File: src/rtl/serial_word_feeder_pkg.sv
// Shared definitions for the bit-serial feeder and the complementer stage downstream.
// Holds the feeder FSM state encoding, the gap-count width and a small helper.
// Contents: GAP_W (width of the gap-count parameter), state_t, max_int().
package serial_pkg;

    // Idle-gap counts fit in 4 bits (0..15).
    localparam int GAP_W = 4;

    typedef enum logic [1:0] {
        IDLE  = 2'd0,
        CLEAR = 2'd1,
        SHIFT = 2'd2,
        GAPW  = 2'd3
    } state_t;

    function automatic int max_int(input int a, input int b);
        return (a > b) ? a : b;
    endfunction

endpackage

File: src/rtl/serial_word_feeder_if.sv
// Word-in / bit-out bundle for serial_word_feeder.
// master = word producer (drives in_valid/in_data, observes everything else).
// slave  = feeder (drives in_ready and the serial outputs).
interface serial_word_feeder_if #(parameter int W = 8);
    logic         in_valid;
    logic         in_ready;
    logic [W-1:0] in_data;
    logic         ser_x;
    logic         ser_clr;
    logic         ser_valid;
    logic         word_done;

    modport master (
        output in_valid, in_data,
        input  in_ready, ser_x, ser_clr, ser_valid, word_done
    );

    modport slave (
        input  in_valid, in_data,
        output in_ready, ser_x, ser_clr, ser_valid, word_done
    );
endinterface

File: src/rtl/serial_word_feeder_bit_counter.sv
// Modulo-N up counter with synchronous clear (priority) and count enable.
// Latency: count updates on the edge after i_clr/i_en; no handshake.
// Ports: t_clock, r (async active-high), i_clr, i_en, o_count.
module bit_counter
    import serial_pkg::*;
#(
    parameter int N  = 8,
    parameter int CW = (N > 1) ? $clog2(N) : 1
) (
    input  logic          t_clock,
    input  logic          r,
    input  logic          i_clr,
    input  logic          i_en,
    output logic [CW-1:0] o_count
);
    localparam logic [CW-1:0] LAST = CW'(N - 1);

    logic [CW-1:0] r_count;

    always_ff @(posedge t_clock or posedge r) begin
        if (r) begin
            r_count <= '0;
        end else if (i_clr) begin
            r_count <= '0;
        end else if (i_en) begin
            r_count <= (r_count == LAST) ? '0 : r_count + CW'(1);
        end
    end

    assign o_count = r_count;
endmodule

File: src/rtl/serial_word_feeder.sv
// Serializes W-bit words LSB first behind a one-cycle clear strobe, with GAP idle cycles after each word.
// Latency: ser_clr one cycle after the accepting edge, bit 0 the cycle after that; word_done on bit W-1.
// Backpressure: one-entry buffer behind the shift register; in_ready is registered and equals ~buf_full.
// Ports: t_clock, r (async active-high), bus (slave: in_valid/in_ready/in_data in, ser_x/ser_clr/ser_valid/word_done out).
module serial_word_feeder
    import serial_pkg::*;
#(
    parameter int W   = 8,
    parameter int GAP = 0
) (
    input  logic                 t_clock,
    input  logic                 r,
    serial_word_feeder_if.slave  bus
);
    // One counter serves both bit position and gap length.
    localparam int N  = max_int(W, GAP);
    localparam int CW = $clog2(N);
    localparam logic [CW-1:0] BIT_LAST    = CW'(W - 1);
    localparam logic [CW-1:0] BIT_PRELAST = CW'(W - 2);
    localparam logic [CW-1:0] GAP_LAST    = (GAP > 0) ? CW'(GAP - 1) : '0;

    state_t       r_state;
    logic [W-1:0] r_shift;
    logic [W-1:0] r_buf;
    logic         r_buf_full;
    logic         r_in_ready;
    logic         r_ser_x;
    logic         r_ser_clr;
    logic         r_ser_valid;
    logic         r_word_done;

    logic [CW-1:0] w_cnt;
    logic          w_hs;
    logic          w_shift_last;
    logic          w_gap_last;
    logic          w_decide;
    logic          w_take_buf;
    logic          w_hs_to_buf;
    logic          w_buf_full_nxt;
    logic          w_cnt_clr;
    logic          w_cnt_en;

    assign w_hs         = bus.in_valid & r_in_ready;
    assign w_shift_last = (r_state == SHIFT) && (w_cnt == BIT_LAST);
    assign w_gap_last   = (r_state == GAPW) && (w_cnt == GAP_LAST);
    // Next-word decision point: end of the last bit when there is no gap, else end of the gap.
    assign w_decide     = (w_shift_last && (GAP == 0)) || w_gap_last;
    // A word left in buf while idle (accepted during the final bit) is picked up from IDLE.
    assign w_take_buf   = r_buf_full && (w_decide || (r_state == IDLE));
    // Only an empty IDLE feeds the shift register directly; every other handshake lands in buf.
    assign w_hs_to_buf  = w_hs && (r_state != IDLE);
    // Simultaneous refill and drain keeps buf_full set.
    assign w_buf_full_nxt = w_hs_to_buf | (r_buf_full & ~w_take_buf);

    assign w_cnt_clr = (r_state == IDLE) || (r_state == CLEAR) || w_shift_last || w_gap_last;
    assign w_cnt_en  = (r_state == SHIFT) || (r_state == GAPW);

    bit_counter #(.N(N), .CW(CW)) u_bit_counter (
        .t_clock (t_clock),
        .r       (r),
        .i_clr   (w_cnt_clr),
        .i_en    (w_cnt_en),
        .o_count (w_cnt)
    );

    always_ff @(posedge t_clock or posedge r) begin
        if (r) begin
            r_state     <= IDLE;
            r_shift     <= '0;
            r_buf       <= '0;
            r_buf_full  <= 1'b0;
            r_in_ready  <= 1'b1;
            r_ser_x     <= 1'b0;
            r_ser_clr   <= 1'b0;
            r_ser_valid <= 1'b0;
            r_word_done <= 1'b0;
        end else begin
            r_buf_full  <= w_buf_full_nxt;
            r_in_ready  <= ~w_buf_full_nxt;
            if (w_hs_to_buf) begin
                r_buf <= bus.in_data;
            end
            // Strobes default low; set only on the edge entering their cycle.
            r_ser_clr   <= 1'b0;
            r_word_done <= 1'b0;

            case (r_state)
                IDLE: begin
                    if (r_buf_full || w_hs) begin
                        r_shift     <= r_buf_full ? r_buf : bus.in_data;
                        r_state     <= CLEAR;
                        r_ser_clr   <= 1'b1;
                        r_ser_valid <= 1'b0;
                        r_ser_x     <= 1'b0;
                    end
                end

                CLEAR: begin
                    r_state     <= SHIFT;
                    r_ser_valid <= 1'b1;
                    r_ser_x     <= r_shift[0];
                end

                SHIFT: begin
                    if (w_shift_last) begin
                        r_ser_valid <= 1'b0;
                        r_ser_x     <= 1'b0;
                        if (GAP > 0) begin
                            r_state <= GAPW;
                        end else if (r_buf_full) begin
                            r_shift   <= r_buf;
                            r_state   <= CLEAR;
                            r_ser_clr <= 1'b1;
                        end else begin
                            r_state <= IDLE;
                        end
                    end else begin
                        // Present the next bit; flag it as last when it is bit W-1.
                        r_shift     <= r_shift >> 1;
                        r_ser_x     <= r_shift[1];
                        r_word_done <= (w_cnt == BIT_PRELAST);
                    end
                end

                GAPW: begin
                    if (w_gap_last) begin
                        if (r_buf_full) begin
                            r_shift   <= r_buf;
                            r_state   <= CLEAR;
                            r_ser_clr <= 1'b1;
                        end else begin
                            r_state <= IDLE;
                        end
                    end
                end

                default: r_state <= IDLE;
            endcase
        end
    end

    assign bus.in_ready  = r_in_ready;
    assign bus.ser_x     = r_ser_x;
    assign bus.ser_clr   = r_ser_clr;
    assign bus.ser_valid = r_ser_valid;
    assign bus.word_done = r_word_done;
endmodule

File: src/flat_wrapper.sv
// flat-port wrapper written by rule: the top's interface ports become plain ports
module serial_word_feeder_flat import serial_pkg::*;
#(
    parameter int W   = 8,
    parameter int GAP = 0
)
  (t_clock, r, bus_in_valid, bus_in_data, bus_in_ready, bus_ser_x, bus_ser_clr, bus_ser_valid, bus_word_done);
  serial_word_feeder_if #(.W(W)) bus_i ();
  input  logic t_clock;
  input  logic r;
  input wire logic [$bits(bus_i.in_valid)-1:0] bus_in_valid;
  input wire logic [$bits(bus_i.in_data)-1:0] bus_in_data;
  output wire logic [$bits(bus_i.in_ready)-1:0] bus_in_ready;
  output wire logic [$bits(bus_i.ser_x)-1:0] bus_ser_x;
  output wire logic [$bits(bus_i.ser_clr)-1:0] bus_ser_clr;
  output wire logic [$bits(bus_i.ser_valid)-1:0] bus_ser_valid;
  output wire logic [$bits(bus_i.word_done)-1:0] bus_word_done;
  assign bus_i.in_valid = bus_in_valid;
  assign bus_i.in_data = bus_in_data;
  assign bus_in_ready = bus_i.in_ready;
  assign bus_ser_x = bus_i.ser_x;
  assign bus_ser_clr = bus_i.ser_clr;
  assign bus_ser_valid = bus_i.ser_valid;
  assign bus_word_done = bus_i.word_done;
  serial_word_feeder #(.W(W), .GAP(GAP)) u_core (.t_clock(t_clock), .r(r), .bus(bus_i));
endmodule
File: config.mk
export PLATFORM = sky130hd
export DESIGN_NAME = serial_word_feeder_flat
export DESIGN_NICKNAME = d
export VERILOG_FILES = /design/src/rtl/serial_word_feeder_pkg.sv /design/src/rtl/serial_word_feeder_if.sv /design/src/rtl/serial_word_feeder_bit_counter.sv /design/src/rtl/serial_word_feeder.sv /design/src/flat_wrapper.sv
export SDC_FILE = /design/constraint.sdc
export NUM_CORES = 1
export LEC_CHECK = 0
export CAP_MARGIN = 20
export CORE_ASPECT_RATIO = 0.75
export CORE_MARGIN = 2
export CORE_UTILIZATION = 45
export DETAILED_ROUTE_END_ITERATION = 8
export HOLD_SLACK_MARGIN = 0.08
export PLACE_DENSITY_LB_ADDON = 0.2
export SETUP_SLACK_MARGIN = 0.05
export SLEW_MARGIN = 20
export SYNTH_ARGS = -nofsm -noshare
export SYNTH_HDL_FRONTEND = slang
export SYNTH_HIERARCHICAL = 1
export SYNTH_SLANG_ARGS = --single-unit
File: constraint.sdc
create_clock -name t_clock -period 2.5 [get_ports t_clock]
set_input_delay 0.75 -clock t_clock [delete_from_list [all_inputs] [get_ports t_clock]]
set_output_delay 0.75 -clock t_clock [all_outputs]
set_load 0.01 [all_outputs]
==> metrics <==
outcome finished clean; layout cell share with drive strength beyond 1 a little under a fifth; max_slew headroom a little over two thirds; final hold violations 0; RSZ-0062 raised after global routing false; Core Area 3000 µm²; max-slew violations 0; port bufs 15; pre-CTS WS approximately 0.097 ns; # rows 17; drt pass-1 iters 4; post-CTS sizing 0; number of CTS-inserted buffers 3; die width ~69 µm; Max IR drop VDD 591 µV; total power 2.17 mW; Min Clock Period, post-route around 2.1 ns; Max-Cap Viols 0; Core Util, Final around 56%; fraction of registers with async set or reset after synthesis 100%; DRC 0; global router's overall resource usage between 10% and 20%; Crit Path Max Fanout 4; fin nets 160; post-synthesis sequential area ratio a little under half; CTS tree built; LEAKAGE about 0.74 nW; clock root cell clkbuf_8; hold_buf cts 0; Vias/cell about 5.9; cell taking the most area after synthesis dfrtp_1; die area 3680 µm²; top cell type's share of synthesized area a little under half; crit path DAT approximately 2.3 ns; WP data required roughly 2.7 ns; Filler cells between 200 and 250; number of synthesis warnings 6; Synth cell types 38; Worst Tran Pin Value about 0.46 ns; Synth area leaders dfrtp_1 45%, mux2_2 12%, ha_1 6.1%, o2bb2ai_1 4.9%, a222oi_1 4.2%; Post-Syn Nets 141; Post-Synthesis Cells about 120; # diodes 0; crit path capture type flip-flop; Crit Path Category input port to flip-flop; DIE HEIGHT around 53 µm; Clock Tree Buf Depth 2; post-route clock period utilization approximately 85%; final setup fails 0; Initial Util between 40% and 50%; io pins 16; vias in the first global route roughly 1100; reg2reg start u_core/r_state[0]; initial antenna violation count 0; Mean Syn Cell Area between 10 and 15 µm²; WL per Instance about 17 µm; Netlist Area Pre-Place around 1400 µm²; clock-pin slew on the worst setup and hold paths about 0.090 ns; crit path launch bus_in_valid; hold crit path type flip-flop to flip-flop; H-tree depth 1; Power Density around 1300 nW/µm²; Clock Latency Late Sink 0.27 ns; CTS Sinks 27; Post-DRT Antenna Nets 0; HP Start u_core/r_shift[3]; Area Overhead vs Synth 16.8%; total grt overflow 0; FF+latch count, synth 27; GPL Wtd Cong approximately 0.79; setup_tns 0 ns; Synth top cells by count 26 x dfrtp_1, 16 x mux2_2, 8 x inv_1, 8 x o2bb2ai_1; routed vias 1065; Final WS setup about 0.39 ns; Fmax 0.473 GHz; first-pass GRT wire length between 5000 and 6000 µm; CP startpoint kind input port; routed wire length 2970 µm; DR iter-0 viols 62; Post-CTS Setup Bufs 0; skew final between 0.001 and 0.0015 ns; number of flops mapped to enable cells by yosys 0; count leader, synth dfrtp_1; dpl hpwl approximately 2100 µm; Primary FF master, synth dfrtp_1; largest net degree at the start of global routing 25
==> power breakdown <==
| group | internal [mW] | switching, mW |
|---|---|---|
| logic | 0.576 | 0.569 |
| clock network | 0.114 | 0.133 |
| registers | 0.642 | 0.135 |
==> worst paths after layout <==
kind	slack (ns)	cells after the start	endpoint
setup / recovery	0.39	5	u_core/r_state[1]
hold / removal	0.50	1	u_core/r_shift[3]
setup reg to reg	0.51	6	u_core/r_shift[2]
hold reg to reg	0.50	1	u_core/r_shift[3]
max in group asynchronous	1.38	3	u_core/bus.in_ready
min in group asynchronous	0.66	2	u_core/u_bit_counter/o_count[2]
==> state kept, by name, indices dropped and copies added (netlist names) <==
register and count:
u_core/bus.in_ready 1, u_core/bus.ser_clr 1, u_core/bus.ser_valid 1, u_core/bus.ser_x 1, u_core/bus.word_done 1, u_core/r_buf 8
u_core/r_buf_full 1, u_core/r_shift 8, u_core/r_state 2, u_core/u_bit_counter/o_count 3
==> cell type report <==
type                            count  area, µm²  area share (%)
Tap cell                           38       47.5            2.82
Sequential cell                    27        677            40.1
Timing Repair Buffer               19        180            10.7
Multi-Input combinational cell     83        707            41.9
Inverter                            8       30.0            1.78
Clock buffer                        4       45.0            2.67
==> critical path, stage by stage <==
cell and delay [ns]:
clkdlybuf4s50_1 0.48, nand2_1 0.11, and3_1 0.24, nor3_1 0.33, mux2_2 0.38
==> layer usage <==
layer  up-vias  track usage [%]  wire length, µm
li1        507                -                -
met4         0             6.86               43
met1       526             26.0             1430
met2        27             28.5             1340
met5         -                0                0
met3         5             4.76              160
==> cell families after synthesis <==
| family | Yosys count | synth area share, % |
|---|---|---|
| AO/OA/AOI/OAI | 32 | 18.8 |
| adder cells (fa/ha/maj) | 7 | 6.07 |
| buffers and inverters | 13 | 4.16 |
| flip-flops | 27 | 46.9 |
| multiplexers | 20 | 15.3 |
| AND/OR/NAND/NOR | 24 | 8.84 |
==> placed cells by master, fill, tap and decap left out, drive strengths merged, types with 4 or more instances in the layout <==
cell type,n
a222oi,6
buf,4
clkbuf,4
clkdlybuf4s50,15
dfrtp,26
ha,7
inv,8
mux2,16
mux2i,4
nor2,7
o2bb2ai,8
==> stage by stage <==
step | instance area, µm² | hold slack [ns] | std cells
4_1_cts | 1690 | 0.503 | 179
2_1_floorplan | 1440 | 0.455 | 123
3_5_place_dp | 1640 | 0.476 | 175
5_1_grt | 1690 | 0.527 | 179
3_3_place_gp | 1640 | 0.477 | 175
6_report | 1690 | 0.498 | 179
Note: power is estimated with default switching activity, not from simulation.
